## config.mk

```make
export PLATFORM = sky130hd
export DESIGN_NAME = rob_param_commit
export DESIGN_NICKNAME = d
export VERILOG_FILES = /design/src/rtl/rob_param_commit.sv
export SDC_FILE = /design/constraint.sdc
export NUM_CORES = 2
export LEC_CHECK = 0
export CORE_ASPECT_RATIO = 1.75
export CORE_UTILIZATION = 50
export DETAILED_ROUTE_END_ITERATION = 7
export PLACE_DENSITY = 0.74
export SETUP_SLACK_MARGIN = 0.2
export SYNTH_ARGS = -nofsm -noshare
export SYNTH_HDL_FRONTEND = slang
export SYNTH_SLANG_ARGS = --single-unit
```

## constraint.sdc

```tcl
create_clock -name clk -period 5.3 [get_ports clk]
set_input_delay 1.06 -clock clk [delete_from_list [all_inputs] [get_ports clk]]
set_output_delay 1.06 -clock clk [all_outputs]
set_load 0.05 [all_outputs]
```

## src/rtl/rob_param_commit.sv

```systemverilog
`default_nettype none
// ============================================================================
//  Module      : rob_param_commit
//  Description : Parametrised reorder buffer for the out-of-order RV32I core.
//                Allocates in program order, captures results from NUM_CDB
//                broadcast buses and the store unit, retires one entry per
//                clock in order, and flushes on a retiring mispredict.
//                Optional feature macro: ROB_CDB_BYPASS_EN (same-cycle CDB
//                forwarding into the qa/qb operand lookups).
//  Revision    : 1.0 - initial release
// ============================================================================
module rob_param_commit #(
  parameter int DEPTH   = 16,
  parameter int TAG_W   = 4,
  parameter int NUM_CDB = 2
) (
  input  logic                       clk,
  input  logic                       rst_n,
  // issue
  input  logic                       issue_valid_i,
  output logic                       issue_ready_o,
  input  logic [2:0]                 issue_kind_i,
  input  logic [4:0]                 issue_dest_i,
  input  logic [2:0]                 issue_subop_i,
  output logic [TAG_W-1:0]           issue_tag_o,
  // common data buses
  input  logic [NUM_CDB-1:0]         cdb_valid_i,
  input  logic [NUM_CDB*TAG_W-1:0]   cdb_tag_i,
  input  logic [NUM_CDB*32-1:0]      cdb_data_i,
  input  logic [NUM_CDB-1:0]         cdb_mispred_i,
  // store unit
  input  logic                       st_valid_i,
  input  logic [TAG_W-1:0]           st_tag_i,
  input  logic [31:0]                st_addr_i,
  input  logic [31:0]                st_data_i,
  // operand lookups
  input  logic [TAG_W-1:0]           qa_tag_i,
  input  logic [TAG_W-1:0]           qb_tag_i,
  output logic                       qa_rdy_o,
  output logic                       qb_rdy_o,
  output logic [31:0]                qa_data_o,
  output logic [31:0]                qb_data_o,
  // register file / status table commit
  output logic                       reg_we_o,
  output logic [4:0]                 reg_waddr_o,
  output logic [31:0]                reg_wdata_o,
  output logic [TAG_W-1:0]           reg_wtag_o,
  // store commit
  output logic                       mem_we_o,
  output logic [31:0]                mem_addr_o,
  output logic [31:0]                mem_data_o,
  output logic [2:0]                 mem_size_o,
  // control
  output logic                       redirect_valid_o,
  output logic [31:0]                redirect_pc_o,
  output logic                       flush_o,
  output logic                       halt_o,
  output logic [TAG_W:0]             count_o
);

  localparam logic [2:0] c_KIND_ALU    = 3'd0;
  localparam logic [2:0] c_KIND_LOAD   = 3'd1;
  localparam logic [2:0] c_KIND_STORE  = 3'd2;
  localparam logic [2:0] c_KIND_BRANCH = 3'd3;
  localparam logic [2:0] c_KIND_JUMP   = 3'd4;
  localparam logic [2:0] c_KIND_HALT   = 3'd5;

  // entry storage
  logic              valid_q   [DEPTH];
  logic              ready_q   [DEPTH];
  logic              mispred_q [DEPTH];
  logic [2:0]        kind_q    [DEPTH];
  logic [4:0]        dest_q    [DEPTH];
  logic [2:0]        subop_q   [DEPTH];
  logic [31:0]       data_q    [DEPTH];
  logic [31:0]       addr_q    [DEPTH];

  // pointers carry one extra wrap bit
  logic [TAG_W:0]    head_q, head_d;
  logic [TAG_W:0]    tail_q, tail_d;
  logic              halt_q, halt_d;
  logic              flush_q, flush_d;
  logic              redirect_q, redirect_d;
  logic [31:0]       redirect_pc_q, redirect_pc_d;
  logic              reg_we_q, reg_we_d;
  logic [4:0]        reg_waddr_q, reg_waddr_d;
  logic [31:0]       reg_wdata_q, reg_wdata_d;
  logic [TAG_W-1:0]  reg_wtag_q, reg_wtag_d;
  logic              mem_we_q, mem_we_d;
  logic [31:0]       mem_addr_q, mem_addr_d;
  logic [31:0]       mem_data_q, mem_data_d;
  logic [2:0]        mem_size_q, mem_size_d;

  logic [TAG_W-1:0]  w_cdb_tag  [NUM_CDB];
  logic [31:0]       w_cdb_data [NUM_CDB];

  logic [TAG_W-1:0]  w_head_idx, w_tail_idx;
  logic              w_empty, w_full;
  logic              w_issue_fire, w_retire, w_mispred_retire;
  logic [2:0]        w_head_kind;

  // Split the flattened CDB buses into per-channel views
  for (genvar g = 0; g < NUM_CDB; g++) begin : g_cdb_unpack
    assign w_cdb_tag[g]  = cdb_tag_i[g*TAG_W +: TAG_W];
    assign w_cdb_data[g] = cdb_data_i[g*32 +: 32];
  end

  assign w_head_idx   = head_q[TAG_W-1:0];
  assign w_tail_idx   = tail_q[TAG_W-1:0];
  assign w_empty      = (head_q == tail_q);
  assign w_full       = (w_head_idx == w_tail_idx) && (head_q[TAG_W] != tail_q[TAG_W]);
  assign w_head_kind  = kind_q[w_head_idx];

  assign issue_ready_o = !w_full && !flush_q && !halt_q;
  assign issue_tag_o   = w_tail_idx;
  assign w_issue_fire  = issue_valid_i && issue_ready_o;
  assign w_retire      = !w_empty && ready_q[w_head_idx] && !halt_q && !flush_q;
  assign w_mispred_retire = w_retire && mispred_q[w_head_idx] &&
                            ((w_head_kind == c_KIND_BRANCH) || (w_head_kind == c_KIND_JUMP));

  assign count_o = tail_q - head_q;

  // Next pointer, halt and one-cycle commit pulse computation
  always_comb begin
    head_d        = head_q + {{TAG_W{1'b0}}, w_retire};
    tail_d        = tail_q + {{TAG_W{1'b0}}, w_issue_fire};
    halt_d        = halt_q | (w_retire && (w_head_kind == c_KIND_HALT));
    flush_d       = w_mispred_retire;
    redirect_d    = w_mispred_retire;
    redirect_pc_d = w_mispred_retire ? data_q[w_head_idx] : 32'd0;
    reg_we_d      = 1'b0;
    reg_waddr_d   = 5'd0;
    reg_wdata_d   = 32'd0;
    reg_wtag_d    = '0;
    mem_we_d      = 1'b0;
    mem_addr_d    = 32'd0;
    mem_data_d    = 32'd0;
    mem_size_d    = 3'd0;
    if (w_retire) begin
      case (w_head_kind)
        // A JUMP's CDB word is both its link value and its redirect target
        c_KIND_ALU, c_KIND_LOAD, c_KIND_JUMP: begin
          reg_we_d    = (dest_q[w_head_idx] != 5'd0);
          reg_waddr_d = dest_q[w_head_idx];
          reg_wdata_d = data_q[w_head_idx];
          reg_wtag_d  = w_head_idx;
        end
        c_KIND_STORE: begin
          mem_we_d   = 1'b1;
          mem_addr_d = addr_q[w_head_idx];
          mem_data_d = data_q[w_head_idx];
          mem_size_d = subop_q[w_head_idx];
        end
        default: ;
      endcase
    end
    if (w_mispred_retire) begin
      head_d = '0;
      tail_d = '0;
    end
  end

  // Pointer, status and registered commit outputs
  always_ff @(posedge clk or negedge rst_n) begin
    if (!rst_n) begin
      head_q        <= '0;
      tail_q        <= '0;
      halt_q        <= 1'b0;
      flush_q       <= 1'b0;
      redirect_q    <= 1'b0;
      redirect_pc_q <= 32'd0;
      reg_we_q      <= 1'b0;
      reg_waddr_q   <= 5'd0;
      reg_wdata_q   <= 32'd0;
      reg_wtag_q    <= '0;
      mem_we_q      <= 1'b0;
      mem_addr_q    <= 32'd0;
      mem_data_q    <= 32'd0;
      mem_size_q    <= 3'd0;
    end else begin
      head_q        <= head_d;
      tail_q        <= tail_d;
      halt_q        <= halt_d;
      flush_q       <= flush_d;
      redirect_q    <= redirect_d;
      redirect_pc_q <= redirect_pc_d;
      reg_we_q      <= reg_we_d;
      reg_waddr_q   <= reg_waddr_d;
      reg_wdata_q   <= reg_wdata_d;
      reg_wtag_q    <= reg_wtag_d;
      mem_we_q      <= mem_we_d;
      mem_addr_q    <= mem_addr_d;
      mem_data_q    <= mem_data_d;
      mem_size_q    <= mem_size_d;
    end
  end

  // Entry updates: result capture, allocation, retire clear, mispredict kill
  always_ff @(posedge clk or negedge rst_n) begin
    if (!rst_n) begin
      for (int i = 0; i < DEPTH; i++) begin
        valid_q[i]   <= 1'b0;
        ready_q[i]   <= 1'b0;
        mispred_q[i] <= 1'b0;
        kind_q[i]    <= 3'd0;
        dest_q[i]    <= 5'd0;
        subop_q[i]   <= 3'd0;
        data_q[i]    <= 32'd0;
        addr_q[i]    <= 32'd0;
      end
    end else if (w_mispred_retire) begin
      for (int i = 0; i < DEPTH; i++) begin
        valid_q[i]   <= 1'b0;
        ready_q[i]   <= 1'b0;
        mispred_q[i] <= 1'b0;
      end
    end else begin
      // Results arriving during the flush cycle belong to killed work
      if (!flush_q) begin
        // later channels overwrite earlier ones: highest index wins
        for (int i = 0; i < NUM_CDB; i++) begin
          if (cdb_valid_i[i] && valid_q[w_cdb_tag[i]]) begin
            ready_q[w_cdb_tag[i]]   <= 1'b1;
            data_q[w_cdb_tag[i]]    <= w_cdb_data[i];
            mispred_q[w_cdb_tag[i]] <= cdb_mispred_i[i];
          end
        end
        if (st_valid_i && valid_q[st_tag_i]) begin
          ready_q[st_tag_i] <= 1'b1;
          addr_q[st_tag_i]  <= st_addr_i;
          data_q[st_tag_i]  <= st_data_i;
        end
      end
      if (w_issue_fire) begin
        valid_q[w_tail_idx]   <= 1'b1;
        ready_q[w_tail_idx]   <= (issue_kind_i == c_KIND_HALT);
        mispred_q[w_tail_idx] <= 1'b0;
        kind_q[w_tail_idx]    <= issue_kind_i;
        dest_q[w_tail_idx]    <= issue_dest_i;
        subop_q[w_tail_idx]   <= issue_subop_i;
      end
      if (w_retire) begin
        valid_q[w_head_idx] <= 1'b0;
        ready_q[w_head_idx] <= 1'b0;
      end
    end
  end

  // Operand lookups read stored state, optionally forwarding live CDB results
  always_comb begin
    qa_rdy_o  = valid_q[qa_tag_i] && ready_q[qa_tag_i];
    qa_data_o = data_q[qa_tag_i];
    qb_rdy_o  = valid_q[qb_tag_i] && ready_q[qb_tag_i];
    qb_data_o = data_q[qb_tag_i];
`ifdef ROB_CDB_BYPASS_EN
    for (int i = 0; i < NUM_CDB; i++) begin
      if (cdb_valid_i[i] && !flush_q) begin
        if ((w_cdb_tag[i] == qa_tag_i) && valid_q[qa_tag_i]) begin
          qa_rdy_o  = 1'b1;
          qa_data_o = w_cdb_data[i];
        end
        if ((w_cdb_tag[i] == qb_tag_i) && valid_q[qb_tag_i]) begin
          qb_rdy_o  = 1'b1;
          qb_data_o = w_cdb_data[i];
        end
      end
    end
`else
    // without forwarding a CDB value becomes visible the cycle after capture
`endif
  end

  assign reg_we_o         = reg_we_q;
  assign reg_waddr_o      = reg_waddr_q;
  assign reg_wdata_o      = reg_wdata_q;
  assign reg_wtag_o       = reg_wtag_q;
  assign mem_we_o         = mem_we_q;
  assign mem_addr_o       = mem_addr_q;
  assign mem_data_o       = mem_data_q;
  assign mem_size_o       = mem_size_q;
  assign redirect_valid_o = redirect_q;
  assign redirect_pc_o    = redirect_pc_q;
  assign flush_o          = flush_q;
  assign halt_o           = halt_q;

endmodule
`default_nettype wire

```

==> flow_summary.yaml <==
logic_synthesis:
  synthTopCellsByCount: "1,402 x dfrtp_1, 801 x mux2_2, 705 x mux4_2"
  netlist.area_leader.share_pct: 40.12
  synthDistinctLibCells: 65
  synth_enable_flop_cells: 0
  synth_most_common_cell: "dfrtp_1"
  synth_area_leaders: "dfrtp_1 40%, mux4_2 18%, mux2_2 10%"
  synthFlopType: "dfrtp_1"
  syn-num-nets: 7524
  yosysWarnings: 0
  ys_ff_latch: 1402
  synthCells: 7348
  synth_area_um2: 87450
  ys_async_sr_fraction_pct: 100.0
  yosysTopAreaCell: "dfrtp_1"
  synth.yosys.seq_area_share_pct: 40.12
  syn_avg_cell_area_um2: 11.90
grt:
  grt_start_max_net_pins: 148
  top_usage_layer: "met2"
  met1_usage_pct: 41.22
  grt_pass1_wl_um: 471700
  grt_overflow: 0
  antenna_found_initial: 30
  use_met3_pct: 10.65
  grt_pass1_vias: 72060
  met2_usage_pct: 56.00
  grt_usage_pct: 35.54
power:
  p_clk_share_pct: 18.3
  seq_power_share_pct: 34.0
  power.static_leakage_nw: 42.27
  p_int_mw: 34.54
  power.density_nw_per_um2: 581.6
  combPwrFrac_pct: 47.7
  peakVddDrop_mv: 0.9720
  switching_share_pct: 39.73
  p_sw_mw: 22.78
  total_power_mw: 57.32
cells_and_area:
  syn_to_final_growth_pct: 12.70
  nNetsFinal: 7428
  final_area_um2: 98560
  fin_cells: 9606
  drive_gt1_share_pct: 28.56
clocking:
  cts_tree: "yes"
  cts_buffer_depth: 4
  clock_latency_ns: 0.83
  cts_num_sinks: 1402
  cts_buffers: 146
  cts.clk_slew.worst_paths_ns: 0.07
  cts-root-buf: "clkbuf_16"
  htree_levels: 4
  post-cts-setup-buffers: 0
  hold_buffers: 0
  cts-resized-gates: 0
placed_design:
  post_dp_cell_area_um2: 93850
  place_ws_ns: 0.6504
  dp_hpwl_um: 190400
  placed_cells: 9348
  port_buffers: 387
  place_congestion: 0.9811
sta:
  drv_slew: 0
  max_freq_mhz: 214.1
  period_needed_ns: 4.671
  rsz0062_at_grt: "no"
  setup_viol_count_final: 0
  worstMarginPinSlew_ns: 1.347
  min_period_over_period_pct: 88.12
  setup_tns_ns: 0
  hold_viol: 0
  max_slew_margin_pct: 10.17
  fin_skew_ns: 0.05939
  fin_ws_ns: 0.6294
setup_path:
  worst_setup_path_start_kind: "primary input"
  criticalPathCategory: "in2out"
  crit_fanout: 35
  cp.required_ns: 4.24
  arrival_ns: 3.61
  cp-end-kind: "primary output"
die:
  die_w_um: 318.1
  start_util_pct: 50.44
  dieHeight_um: 555.2
  num_rows: 202
  io_pins: 388
  core_area_um2: 173400
  die-area_um2: 176600
route:
  routed_via_density: 7.351
  num_vias: 70620
  wl_per_cell_um: 32.89
  postRouteAntennaNets: 0
  drt_iter0_drc: 9316
  drc_errors: 0
  dr.pass1.iters: 8
  drt_wl_total_um: 316000
status:
  run_status: "completed"
job:
  max_cap_viol_count: 0
worst_hold_path:
  hold_class: "in2async"
[placed cells by master, fill, tap and decap left out, types with 128 or more instances in the layout]
cell             instances
dfrtp_1               1398
clkbuf_16              148
clkdlybuf4s50_1        357
mux2_1                 423
a221oi_1               128
buf_4                  193
mux2i_1                365
nand2_1                374
o21ai_0                212
mux2_2                 801
a21oi_1                258
nor2_1                 629
nand3_1                140
mux4_2                 705
[path summary, 6_finish.rpt]
kind | slack, ns | to | startpoint | cells past startpoint
min in group clk | 0.49 | addr_q[176]$_DFFE_PN0P_ | addr_q[176]$_DFFE_PN0P_ | 1
max in group asynchronous | 3.48 | subop_q[12]$_DFFE_PN0P_ | rst_n | 3
max reg2reg | 0.93 | subop_q[13]$_DFFE_PN0P_ | head_q[3]$_DFF_PN0_ | 10
max | 0.63 | qb_data_o[2] | qb_tag_i[0] | 5
min reg2reg | 0.49 | addr_q[176]$_DFFE_PN0P_ | addr_q[176]$_DFFE_PN0P_ | 1
min | 0.16 | data_q[488]$_DFFE_PN0N_ | rst_n | 1
[worst max-delay path, stage by stage]
cell	delay [ns]
buf_8	0.34
buf_4	0.34
mux4_2	0.53
mux4_2	0.53
clkdlybuf4s50_1	0.73
[stage by stage]
stage | utilization (%) | hold WS [ns]
after floorplan | - | 0.4524
after global placement | 54.13 | 0.4615
after detailed placement | 54.13 | 0.4721
after CTS | 56.82 | 0.1943
after global routing | 56.83 | 0.2153
final | 56.84 | 0.1593
[layer usage]
metal / wire, um / part of all wire [%]
met3: 38210 / 12
met2: 145800 / 46
met4: 27860 / 8.8
met5: 194 / 0.061
met1: 103900 / 33
[cell type report]
cell class,instances,area (um2)
diodes,16,40.04
clock buffers,188,4024
clock inverters,54,646.9
fillers,13720,74820
inverters,23,92.59
multi-input cells,5040,49090
flip-flops and latches,1402,35100
well taps,2244,2808
repair buffers,639,6754
[logic make-up after synthesis]
kind of cell	Yosys count	synth area share, %
buf+inv	906	4.287
mux	2294	38.10
fa+ha+maj	9	0.1374
simple gates	1481	7.423
compound gates	1246	9.839
xor+xnor	10	0.1002
flops	1402	40.12
[power groups by stage]
stage	registers [mW]	logic, mW	clock network, mW
after detailed placement	19.4	26.9	0
after floorplan	18.2	19.8	0
final	19.5	27.3	10.5
after global routing	19.9	28.8	11.0
after global placement	19.0	26.1	0
after CTS	19.3	27.0	10.6
[flip-flops by register name, indices dropped and copies added (netlist names), 3 cells and up]
signal / count
mem_size_o: 3
valid_q: 16
reg_wtag_o: 4
mispred_q: 16
addr_q: 512
mem_data_o: 32
redirect_pc_o: 32
kind_q: 48
head_q: 5
ready_q: 16
subop_q: 48
tail_q: 5
dest_q: 80
data_q: 512
mem_addr_o: 32
reg_waddr_o: 5
reg_wdata_o: 32
Note: power is estimated with default switching activity, not from simulation.
